<file path="src/rtl/game_pkg.sv">
// Shared definitions between the input conditioner and the game manager.
//
// Contents:
//   DIR_*  : 2-bit direction codes used by the game manager movement logic
//   BTN_*  : bit positions of each switch inside the 4-bit button vectors
//   encode_dir : priority encoder up > down > left > right, 0 when idle
package game_pkg;

    localparam logic [1:0] DIR_UP    = 2'd0;
    localparam logic [1:0] DIR_DOWN  = 2'd1;
    localparam logic [1:0] DIR_LEFT  = 2'd2;
    localparam logic [1:0] DIR_RIGHT = 2'd3;

    localparam int BTN_UP    = 3;
    localparam int BTN_DOWN  = 2;
    localparam int BTN_LEFT  = 1;
    localparam int BTN_RIGHT = 0;

    // An idle vector also returns DIR_UP (code 0).
    // The game manager qualifies the code with dir_valid.
    function automatic logic [1:0] encode_dir(input logic [3:0] lvl);
        logic [1:0] code;
        code = DIR_UP;
        if (lvl[BTN_UP])         code = DIR_UP;
        else if (lvl[BTN_DOWN])  code = DIR_DOWN;
        else if (lvl[BTN_LEFT])  code = DIR_LEFT;
        else if (lvl[BTN_RIGHT]) code = DIR_RIGHT;
        return code;
    endfunction

endpackage

</file>
<file path="src/rtl/debounce_channel.sv">
// One switch channel: 2-flop synchronizer, debounce counter, stable level
// and a registered rising-edge pulse.
//
// Ports:
//   clk, clk_reset : system clock, synchronous active-high reset
//   raw            : asynchronous switch input
//   level          : debounced level
//   rise           : 1-cycle pulse, coincident with the first cycle level==1
//
// Parameter DB_CYCLES is the number of consecutive samples at the
// synchronizer output that must differ from the stable level before the
// level flips. DB_CYCLES must be at least 2.
module debounce_channel #(
    parameter int DB_CYCLES = 4
) (
    input  logic clk,
    input  logic clk_reset,
    input  logic raw,
    output logic level,
    output logic rise
);

    localparam int CW = $clog2(DB_CYCLES + 1);
    localparam logic [CW-1:0] CNT_MAX = CW'(DB_CYCLES - 1);
    localparam logic [CW-1:0] CNT_ONE = CW'(1);

    logic          s1_q, s1_d;
    logic          s2_q, s2_d;
    logic          stable_q, stable_d;
    logic [CW-1:0] cnt_q, cnt_d;
    logic          rise_q, rise_d;

    always_comb begin
        s1_d     = raw;
        s2_d     = s1_q;
        stable_d = stable_q;
        cnt_d    = cnt_q;
        rise_d   = 1'b0;
        if (s2_q == stable_q) begin
            // Any agreeing sample restarts the window.
            cnt_d = '0;
        end else if (cnt_q == CNT_MAX) begin
            // This is the DB_CYCLES-th consecutive differing sample.
            // The rise pulse is set on the same edge as the level,
            // so both are high together in the first cycle.
            stable_d = s2_q;
            cnt_d    = '0;
            rise_d   = s2_q;
        end else begin
            cnt_d = cnt_q + CNT_ONE;
        end
    end

    always_ff @(posedge clk) begin
        if (clk_reset) begin
            s1_q     <= 1'b0;
            s2_q     <= 1'b0;
            stable_q <= 1'b0;
            cnt_q    <= '0;
            rise_q   <= 1'b0;
        end else begin
            s1_q     <= s1_d;
            s2_q     <= s2_d;
            stable_q <= stable_d;
            cnt_q    <= cnt_d;
            rise_q   <= rise_d;
        end
    end

    assign level = stable_q;
    assign rise  = rise_q;

endmodule

</file>
<file path="src/rtl/input_conditioner.sv">
// Conditions the four raw board switches for the game manager.
//
// Ports:
//   clk, clk_reset : system clock, synchronous active-high reset
//   switch_up/down/left/right : raw asynchronous switches
//   game_tick      : 1-cycle pulse from the game manager; it consumes btn_held
//   btn_level[3:0] : debounced levels {up,down,left,right}
//   btn_rise[3:0]  : 1-cycle pulse on each 0->1 of btn_level
//   btn_held[3:0]  : sticky press flags, cleared only by game_tick
//   dir_code[1:0]  : priority-encoded direction, up > down > left > right
//   dir_valid      : any btn_level bit set
//
// Handshake: there is no back-pressure. game_tick is a single-cycle strobe.
// The game manager reads btn_held in the same cycle game_tick is high.
// The flags clear on the following edge. A press whose btn_rise lands in
// the tick cycle survives the clear, so no press is lost.
module input_conditioner
    import game_pkg::*;
#(
    parameter int CLK_HZ              = 100_000_000,
    parameter int DEBOUNCE_MS         = 10,
    parameter bit IS_SIM              = 1'b0,
    parameter int SIM_DEBOUNCE_CYCLES = 4
) (
    input  logic       clk,
    input  logic       clk_reset,
    input  logic       switch_up,
    input  logic       switch_down,
    input  logic       switch_left,
    input  logic       switch_right,
    input  logic       game_tick,
    output logic [3:0] btn_level,
    output logic [3:0] btn_rise,
    output logic [3:0] btn_held,
    output logic [1:0] dir_code,
    output logic       dir_valid
);

    localparam int DB_CYCLES = IS_SIM ? SIM_DEBOUNCE_CYCLES
                                      : (CLK_HZ / 1000) * DEBOUNCE_MS;

    logic [3:0] raw;
    logic [3:0] level;
    logic [3:0] rise;

    always_comb begin
        raw            = '0;
        raw[BTN_UP]    = switch_up;
        raw[BTN_DOWN]  = switch_down;
        raw[BTN_LEFT]  = switch_left;
        raw[BTN_RIGHT] = switch_right;
    end

    for (genvar i = 0; i < 4; i++) begin : g_chan
        debounce_channel #(
            .DB_CYCLES (DB_CYCLES)
        ) u_chan (
            .clk       (clk),
            .clk_reset (clk_reset),
            .raw       (raw[i]),
            .level     (level[i]),
            .rise      (rise[i])
        );
    end

    logic [3:0] held_q, held_d;
    logic [1:0] dir_code_q, dir_code_d;
    logic       dir_valid_q, dir_valid_d;

    always_comb begin
        held_d = held_q;
        for (int i = 0; i < 4; i++) begin
            if (rise[i])        held_d[i] = 1'b1;
            else if (game_tick) held_d[i] = 1'b0;
        end
        dir_code_d  = encode_dir(level);
        dir_valid_d = |level;
    end

    always_ff @(posedge clk) begin
        if (clk_reset) begin
            held_q      <= '0;
            dir_code_q  <= DIR_UP;
            dir_valid_q <= 1'b0;
        end else begin
            held_q      <= held_d;
            dir_code_q  <= dir_code_d;
            dir_valid_q <= dir_valid_d;
        end
    end

    assign btn_level = level;
    assign btn_rise  = rise;
    assign btn_held  = held_q;
    assign dir_code  = dir_code_q;
    assign dir_valid = dir_valid_q;

endmodule

</file>
<file path="config.mk">
export PLATFORM = sky130hd
export DESIGN_NAME = input_conditioner
export DESIGN_NICKNAME = d
export VERILOG_FILES = /design/src/rtl/game_pkg.sv /design/src/rtl/debounce_channel.sv /design/src/rtl/input_conditioner.sv
export SDC_FILE = /design/constraint.sdc
export NUM_CORES = 1
export LEC_CHECK = 0
export CAP_MARGIN = 20
export CORE_MARGIN = 5
export CORE_UTILIZATION = 54
export DETAILED_ROUTE_END_ITERATION = 10
export GPL_TIMING_DRIVEN = 1
export PLACE_DENSITY = 0.76
export SLEW_MARGIN = 15
export SYNTH_ARGS = -nofsm -noshare
export SYNTH_HDL_FRONTEND = slang
export SYNTH_SLANG_ARGS = --single-unit
</file>
<file path="constraint.sdc">
create_clock -name clk -period 2.06 [get_ports clk]
set_input_delay 0.309 -clock clk [delete_from_list [all_inputs] [get_ports clk]]
set_output_delay 0.309 -clock clk [all_outputs]
set_load 0.01 [all_outputs]
</file>
### Yosys cells after proc, flatten, opt, wreduce, memory -nomap -nowiden

Index checks and enable logic that the tools add are counted.

* bits in registers: 103
* input port bits: 7
* output and inout bits: 15
* word-level logic and storage cells: 74

* add/subtract/negate cells: 4
* eq/ne operators: 8
* mux-type cells: 8
* bitwise logic cells: 8
* reduce and logical (&&, ||, !) cells: 19

Operators with widths (number)
* $add A20 B1 Y20 const B: 4
* $eq A20 B20 Y1 const B: 4
* $reduce_or A3 Y1: 9
* $not A1 Y1: 8
* $reduce_and A2 Y1: 4
* $reduce_bool A2 Y1: 4
* $mux W1: 6
* $eq A1 B1 Y1: 4
* $mux W2: 2
* $reduce_or A4 Y1: 1
* $reduce_or A2 Y1: 1

### Logic depth before layout (Yosys ltp)

Gate-level depths: netlist of the first run.

* depth after elaboration: 3
* gate-level depth with buffers: 6

### Modules after synthesis

Synthesis of the first run repeated with hierarchy kept, for this count alone.

* cells, all modules: 514
* area, all modules: 4521.8 um^2

By module, submodules not included
* debounce_channel: times used 4, cells an instance 122, area each 1069.8 um^2, sequential area each 480.5 um^2
* input_conditioner: times used 1, cells an instance 26, area each 242.7 um^2, sequential area each 140.1 um^2

### Worst setup path after synthesis of the first run

Ideal clock, no wire load.

* path kind: flip-flop to flip-flop
* start point: reg g_chan[0].u_chan.cnt_q[11]
* end point: reg g_chan[0].u_chan.cnt_q[10]
* arrival: 1.805 ns
* required time: 1.945 ns
* path slack: 0.141 ns
* stages on the path, launching flop included: 6
* path buffers: 1
* cell sequence: dfxtp_1 > or4b_1 > or4_4 > o21ai_4 > buf_6 > nor2_1

* longest elaborated chain between the ends: 2

Ends and longest elaborated chain
* from (decl): line debounce_channel.sv:30 `logic [CW-1:0] cnt_q, cnt_d;`
* from (signal assigned): line debounce_channel.sv:65 `cnt_q <= cnt_d;`
* $eq A20 B20 Y1: line debounce_channel.sv:42 `end else if (cnt_q == CNT_MAX) begin`
* $reduce_or A3 Y1 (no source line)

Every way passes these cells.
A chain may end at the register's enable or synchronous reset.

### Worst setup path in the final report of the first run

* start point: reg g_chan[0].u_chan.cnt_q[12]
* end point: reg g_chan[0].u_chan.cnt_q[17]

* longest elaborated chain between the ends: 2
* elaborated cells on any way between the ends: 3

Ends and longest elaborated chain
* parallel branches: the longest is 2 deep, another holds $add A20 B1 Y20

Several ways; the timed one is not identified.

==> flow_summary_export.csv, run 1 <==
group,metric,value,unit
status,outcome,"finished, final reports clean",
setup_path,path_class,"reg2reg",
grt,grt.total_usage,17.87,%
synth,synthesis.area,4486,sq um
floorplanning,core-area,8175,sq um
synth,syn_nets,522,
synth,postSynth.asyncResetShare,0,%
cells_and_area,p_r_area_growth_vs_syn,13.58,%
clock_network,clk_pin_slew,0.10,ns
grt,grt_pass1_wl,15060,microns
synth,synth_top_area_share,45.97,%
setup_path,worst_setup_path_end_kind,"register",
timing,fmax,0.5213,GHz
setup_path,worst-endpoint-required,2.30,ns
floorplanning,dieHeight,101.1,microns
route,detail_route.drc_violations,0,
placed_design,postPlaceCellArea,4885,sq um
setup_path,timing.critical_path.max_delay_family,"simple AND/OR/NAND/NOR gates",
power_and_ir_drop,cellPowerDensity,660.7,nW/um^2
setup_path,max_incr_delay_on_cp,0.53,ns
setup_path,critical_path_buf_inv_count,1,
synth,synth_edf_count,0,
placed_design,dp_hpwl,6233,microns
clock_network,cts_tree,"yes",
grt,antenna_found_initial,0,
timing,min_period,1.918,ns
route,met2RoutedLength,4205,microns
clock_network,cts_setup_buffers,0,
grt,grt_start_max_net_pins,21,
floorplanning,ios,22,
route,ant_nets,0,
timing,post-route-period-util,93.12,%
timing,final_hold_viol_count,0,
cells_and_area,final_layout_size_suffix_gt1_share,8.909,%
timing,fin_tns_setup,0,ns
route,drt-met1-wl,4081,microns
timing,timing.slew.headroom,75.81,%
clock_network,clock_latency,0.36,ns
setup_path,worstSetupStartpointType,"register",
timing,rsz_0062_raised_after_global_routing,"false",
worst_hold_path,worst_hold_path_type,"reg2reg",
synth,yosys.cell_types.count,42,
clock_network,cts-buffers-inserted,9,
cells_and_area,filler_cell_count,700,
grt,grt_remaining_overflow,0,
timing,worst_slew_pin_slew,0.3596,ns
synth,syn-mean-instance-area,8.778,sq um
setup_path,slowest_stage,"or4b_1",
timing,finalMaxSlewViolations,0,
setup_path,worstPathArrival,2.16,ns
route,top_layer_used,"met4",
route,route.detailed.vias_per_inst,5.615,
placed_design,numPortBuffers,21,
synth,instance_count_of_the_mapped_netlist,511,
synth,ys_top_cells_by_area,"dfxtp_1, xnor2_1, nor2_1, xor2_1, a21oi_1",
synth,yosysTopAreaCell,"dfxtp_1",
power_and_ir_drop,leakage,1.525,nW
setup_path,critical_path.max_fanout,11,
timing,setup_violations,0,
floorplanning,std_cell_rows,33,
route,routed_via_count,3678,
floorplanning,chipWidth,101.1,microns
power_and_ir_drop,power.ir.vdd_worst,0.0003429,V
synth,synth.top_cells.by_count,"dfxtp_1, nor2_1, xnor2_1",
clock_network,numClockSinks,103,
synth,synth_ff_type,"dfxtp_1",
floorplanning,initial_core_util,54.87,%
clock_network,h-tree-depth,3,
route,dr.first_iter.drc_count,138,
synth,synth_warnings,0,
placed_design,gp_congestion,0.8547,
timing,fin_skew,0.01102,ns
cells_and_area,stdcell_area,5095,sq um
route,drt_pass1_iterations,4,
cells_and_area,antenna-diode-count,0,
synth,postSynthRegisterBits,103,
route,drt-wirelength-per-cell,13.31,microns
grt,first_global_vias,3472,
synth,synthMostInstantiatedCell,"dfxtp_1",
route,route.final.wire_length,8716,microns
route,routed-wl-met3,324,microns
clock_network,cts_root_buf,"clkbuf_8",
synth,seq_area_frac_synth,45.97,%
job,max_cap_viol_count,0,
cells_and_area,area_of_the_multi_input_gates,2246,sq um
clock_network,clock_tree.buffer_depth,2,
floorplanning,area_of_the_die,10230,sq um
cells_and_area,sequential_cell_area,2062,sq um
setup_path,critical_path.cell_chain,"or4b_1, or4_4, o21ai_4, buf_4, a21oi_1",
cells_and_area,design.final.nets,556,
-- path summary, 6_finish.rpt --
| check | startpoint | end | slack [ns] | cells past startpoint |
|---|---|---|---|---|
| worst min register to register | g_chan[0].u_chan.s1_q | g_chan[0].u_chan.s2_q | 0.44 | 1 |
| worst max register to register | g_chan[0].u_chan.cnt_q[12] | g_chan[0].u_chan.cnt_q[17] | 0.14 | 5 |
| worst max-delay path | g_chan[0].u_chan.cnt_q[12] | g_chan[0].u_chan.cnt_q[17] | 0.14 | 5 |
| worst min-delay path | g_chan[0].u_chan.s1_q | g_chan[0].u_chan.s2_q | 0.44 | 1 |
-- routing by layer --
layer | global-route usage (%) | vias to the layer above
li1 | - | 1874
met1 | 22.36 | 1737
met2 | 30.78 | 57
met3 | 3.788 | 10
met4 | 5.726 | 0
met5 | 0 | -
-- placed cells by master, fill, tap and decap left out, types with 2 or more instances in the layout --
cell type | synthesis | layout
nand2_1 | 25 | 25
nand4b_1 | 3 | 3
nor2_1 | 73 | 73
and4_1 | 6 | 6
nor4_1 | 13 | 13
buf_4 | 9 | 20
dfxtp_1 | 103 | 103
clkdlybuf4s50_1 | 0 | 21
nor3_1 | 15 | 15
or4_1 | 10 | 10
o21ai_1 | 1 | 2
o31ai_1 | 6 | 6
ha_1 | 4 | 3
or4b_1 | 2 | 2
inv_1 | 18 | 18
xor2_1 | 21 | 21
o21ai_0 | 17 | 16
nand4_1 | 23 | 23
nor4b_1 | 6 | 6
nand3_1 | 29 | 29
a21oi_1 | 31 | 31
or3_1 | 16 | 16
nor2b_1 | 8 | 8
xnor2_1 | 34 | 34
clkbuf_8 | 0 | 11
and2_1 | 3 | 3
or3b_2 | 3 | 3
or2_2 | 2 | 2
and3_1 | 7 | 7
-- kinds of logic (layout without fill, tap and decap cells) --
logic type	after synthesis	after routing	share of synthesized area [%]
buffers and inverters	37	76	4.016
xor gates and xnor gates	55	55	10.74
adders and majority gates	4	4	1.116
AOI/OAI and AO/OA	59	59	7.476
DFF	103	103	45.97
and+or+nand+nor	253	253	30.68
-- flip-flops by register name (all words and copies together) (netlist names) --
| register | flops |
|---|---|
| g_chan.u_chan.level | 4 |
| g_chan.u_chan.rise | 4 |
| g_chan.u_chan.cnt_q | 80 |
| dir_valid | 1 |
| dir_code | 2 |
| btn_held | 4 |
| g_chan.u_chan.s1_q | 4 |
| g_chan.u_chan.s2_q | 4 |
-- area by class of cell --
class	count	share of cell area [%]
tap	105	2.579
sequential	103	40.47
clock buffer	12	3.045
multi-input combinational	371	44.08
clock inverter	4	1.031
inverter	18	1.326
timing repair buffer	42	7.466
-- power by group --
group | switching (mW) | total (mW) | internal (mW)
clock network | 0.670 | 1.30 | 0.634
registers | 0.00490 | 2.00 | 2.00
logic | 0.0301 | 0.0581 | 0.0280
-- what timing repair did --
action,in CTS,in global routing
setup endpoints to repair,0,1
hold buffers,0,0
resized for setup,0,1
-- metrics by stage --
step	power [mW]	std cells	hold WS [ns]	setup WS, ns	util, %
after global placement	2.107	639	0.4168	0.2157	59.75
after global routing	3.488	655	0.4588	0.02728	62.32
after CTS	3.398	655	0.4523	0.1354	62.29
after floorplan	2.082	511	0.4138	0.1408	-
final	3.366	655	0.4421	0.1417	62.32
after detailed placement	2.109	639	0.4260	0.1537	59.75
(Power assumes the default switching activity.)
==> inputs of run 2 (changes only) <==
--- a/config.mk
+++ b/config.mk
@@ -5,12 +5,11 @@
 export SDC_FILE = /design/constraint.sdc
 export NUM_CORES = 1
 export LEC_CHECK = 0
-export CAP_MARGIN = 20
 export CORE_MARGIN = 5
-export CORE_UTILIZATION = 54
+export CORE_UTILIZATION = 60
 export DETAILED_ROUTE_END_ITERATION = 10
 export GPL_TIMING_DRIVEN = 1
-export PLACE_DENSITY = 0.76
+export PLACE_DENSITY = 0.79
 export SLEW_MARGIN = 15
 export SYNTH_ARGS = -nofsm -noshare
 export SYNTH_HDL_FRONTEND = slang
==> constraint.sdc (replaced) <==
create_clock -name clk -period 2.4 [get_ports clk]
set_input_delay 0.36 -clock clk [delete_from_list [all_inputs] [get_ports clk]]
set_output_delay 0.36 -clock clk [all_outputs]
set_load 0.01 [all_outputs]
==> flow_summary_export.csv, run 2 (same netlist as run 1, synthesis figures left out) <==
group,metric,value,unit
placed_design,numPortBuffers,21,
placed_design,dp_hpwl,6078,microns
floorplanning,core-area,7253,sq um
cells_and_area,final_layout_size_suffix_gt1_share,5.461,%
clock_network,clock_tree.buffer_depth,2,
timing,post-route-period-util,88.25,%
setup_path,timing.critical_path.max_delay_family,"simple AND/OR/NAND/NOR gates",
route,routed_via_count,3587,
setup_path,worstPathArrival,2.34,ns
worst_hold_path,worst_hold_path_type,"reg2reg",
clock_network,cts_tree,"yes",
setup_path,worst-endpoint-required,2.62,ns
route,route.detailed.vias_per_inst,5.694,
placed_design,gp_congestion,0.8756,
clock_network,cts_root_buf,"clkbuf_8",
cells_and_area,largest_register_ff_count,80,
power_and_ir_drop,leakage,1.416,nW
timing,rsz_0062_raised_after_global_routing,"false",
setup_path,critical_path_buf_inv_count,0,
route,ant_nets,0,
power_and_ir_drop,power.switching_fraction,20.72,%
route,dr.first_iter.drc_count,120,
clock_network,cts_setup_buffers,0,
setup_path,path_class,"reg2reg",
cells_and_area,top_register,"g_chan.u_chan.cnt_q",
timing,fmax,0.4722,GHz
status,outcome,"finished, final reports clean",
clock_network,numClockSinks,103,
grt,grt.total_usage,19.29,%
placed_design,detailedPlace.worstSlack,0.2875,ns
clock_network,clk_pin_slew,0.08,ns
route,detail_route.drc_violations,0,
setup_path,critical_path.cell_chain,"or4b_1, or4_4, o21ai_4, nor2_1",
timing,setup_violations,0,
clock_network,h-tree-depth,3,
power_and_ir_drop,seq_power_share,64.3,%
power_and_ir_drop,share_comb_of_total_power,1.7,%
route,route.final.wire_length,8448,microns
floorplanning,initial_core_util,61.84,%
setup_path,slowest_stage,"or4b_1",
power_and_ir_drop,internal-power,2.122,mW
clock_network,clock_latency,0.35,ns
cells_and_area,final_common_cell,"dfxtp_1",
clock_network,cts-buffers-inserted,9,
grt,antenna_found_initial,0,
timing,fin_skew,0.005862,ns
timing,worst_slew_pin_slew,0.7848,ns
power_and_ir_drop,total_switching_power,554.6,uW
setup_path,worstSetupStartpointType,"register",
timing,final.hold.worst_slack,0.4409,ns
clock_network,cts_resized,0,
grt,first_global_vias,3294,
floorplanning,ios,22,
timing,fin_ws,0.2821,ns
job,max_cap_viol_count,0,
cells_and_area,layout_common_cells,"dfxtp_1, nor2_1, xnor2_1",
route,drt-wirelength-per-cell,13.41,microns
clock_network,ctsHoldBuffers,0,
grt,grt_start_max_net_pins,20,
cells_and_area,stdcell_area,4896,sq um
route,drt_pass1_iterations,6,
cells_and_area,design.final.nets,540,
setup_path,worst_setup_path_end_kind,"register",
cells_and_area,antenna-diode-count,0,
timing,fin_tns_setup,0,ns
setup_path,max_incr_delay_on_cp,0.56,ns
setup_path,critical_path.max_fanout,19,
placed_design,postPlaceCellArea,4745,sq um
cells_and_area,p_r_area_growth_vs_syn,9.149,%
floorplanning,std_cell_rows,31,
power_and_ir_drop,p_clk_share,34.1,%
power_and_ir_drop,power.ir.vdd_worst,0.0003977,V
floorplanning,chipWidth,96.47,microns
grt,grt_pass1_wl,14400,microns
timing,final_hold_viol_count,0,
grt,grt_remaining_overflow,0,
floorplanning,dieHeight,96.47,microns
power_and_ir_drop,cellPowerDensity,546.7,nW/um^2
timing,finalMaxSlewViolations,0,
floorplanning,area_of_the_die,9306,sq um
timing,min_period,2.118,ns
timing,timing.slew.headroom,47.20,%
## run 2: cell type report
cell class              instances  area (sq um)
multi-input cells             371          2243
well taps                      99         123.9
repair buffers                 26         247.7
fillers                       616          2357
clock buffers                  11         141.4
flip-flops and latches        103          2062
inverters                      18         67.56
clock inverters                 2         10.01
## run 2: metal layers
metal	wire, microns	GRT usage (%)	share of wire, %	vias up
met3	311	5.267	3.7	9
met1	4007	23.66	47	1689
met5	0	0	0	-
met2	4062	33.68	48	53
met4	66	4.439	0.78	0
li1	-	-	-	1836
## run 2: worst paths after layout
| check | start | end | slack (ns) | cells past startpoint |
|---|---|---|---|---|
| setup / recovery | g_chan[0].u_chan.cnt_q[11] | g_chan[0].u_chan.cnt_q[10] | 0.28 | 4 |
| hold reg to reg | g_chan[3].u_chan.s1_q | g_chan[3].u_chan.s2_q | 0.44 | 1 |
| hold / removal | g_chan[3].u_chan.s1_q | g_chan[3].u_chan.s2_q | 0.44 | 1 |
| setup reg to reg | g_chan[0].u_chan.cnt_q[11] | g_chan[0].u_chan.cnt_q[10] | 0.28 | 4 |
## run 2: power groups by stage
stage	clock network [mW]	registers, mW	logic, mW
2_1_floorplan	0	1.76	0.0273
3_3_place_gp	0	1.76	0.0447
3_5_place_dp	0	1.76	0.0458
4_1_cts	0.946	1.72	0.0458
5_1_grt	1.02	1.72	0.0500
6_report	0.912	1.72	0.0449
## run 2: per-stage QoR
step           std cells  total power, mW  utilization (%)
2_1_floorplan        511            1.787                -
3_3_place_gp         617            1.805            65.41
3_5_place_dp         617            1.806            65.41
4_1_cts              630            2.712            67.50
5_1_grt              630            2.793            67.50
6_report             630            2.677            67.50
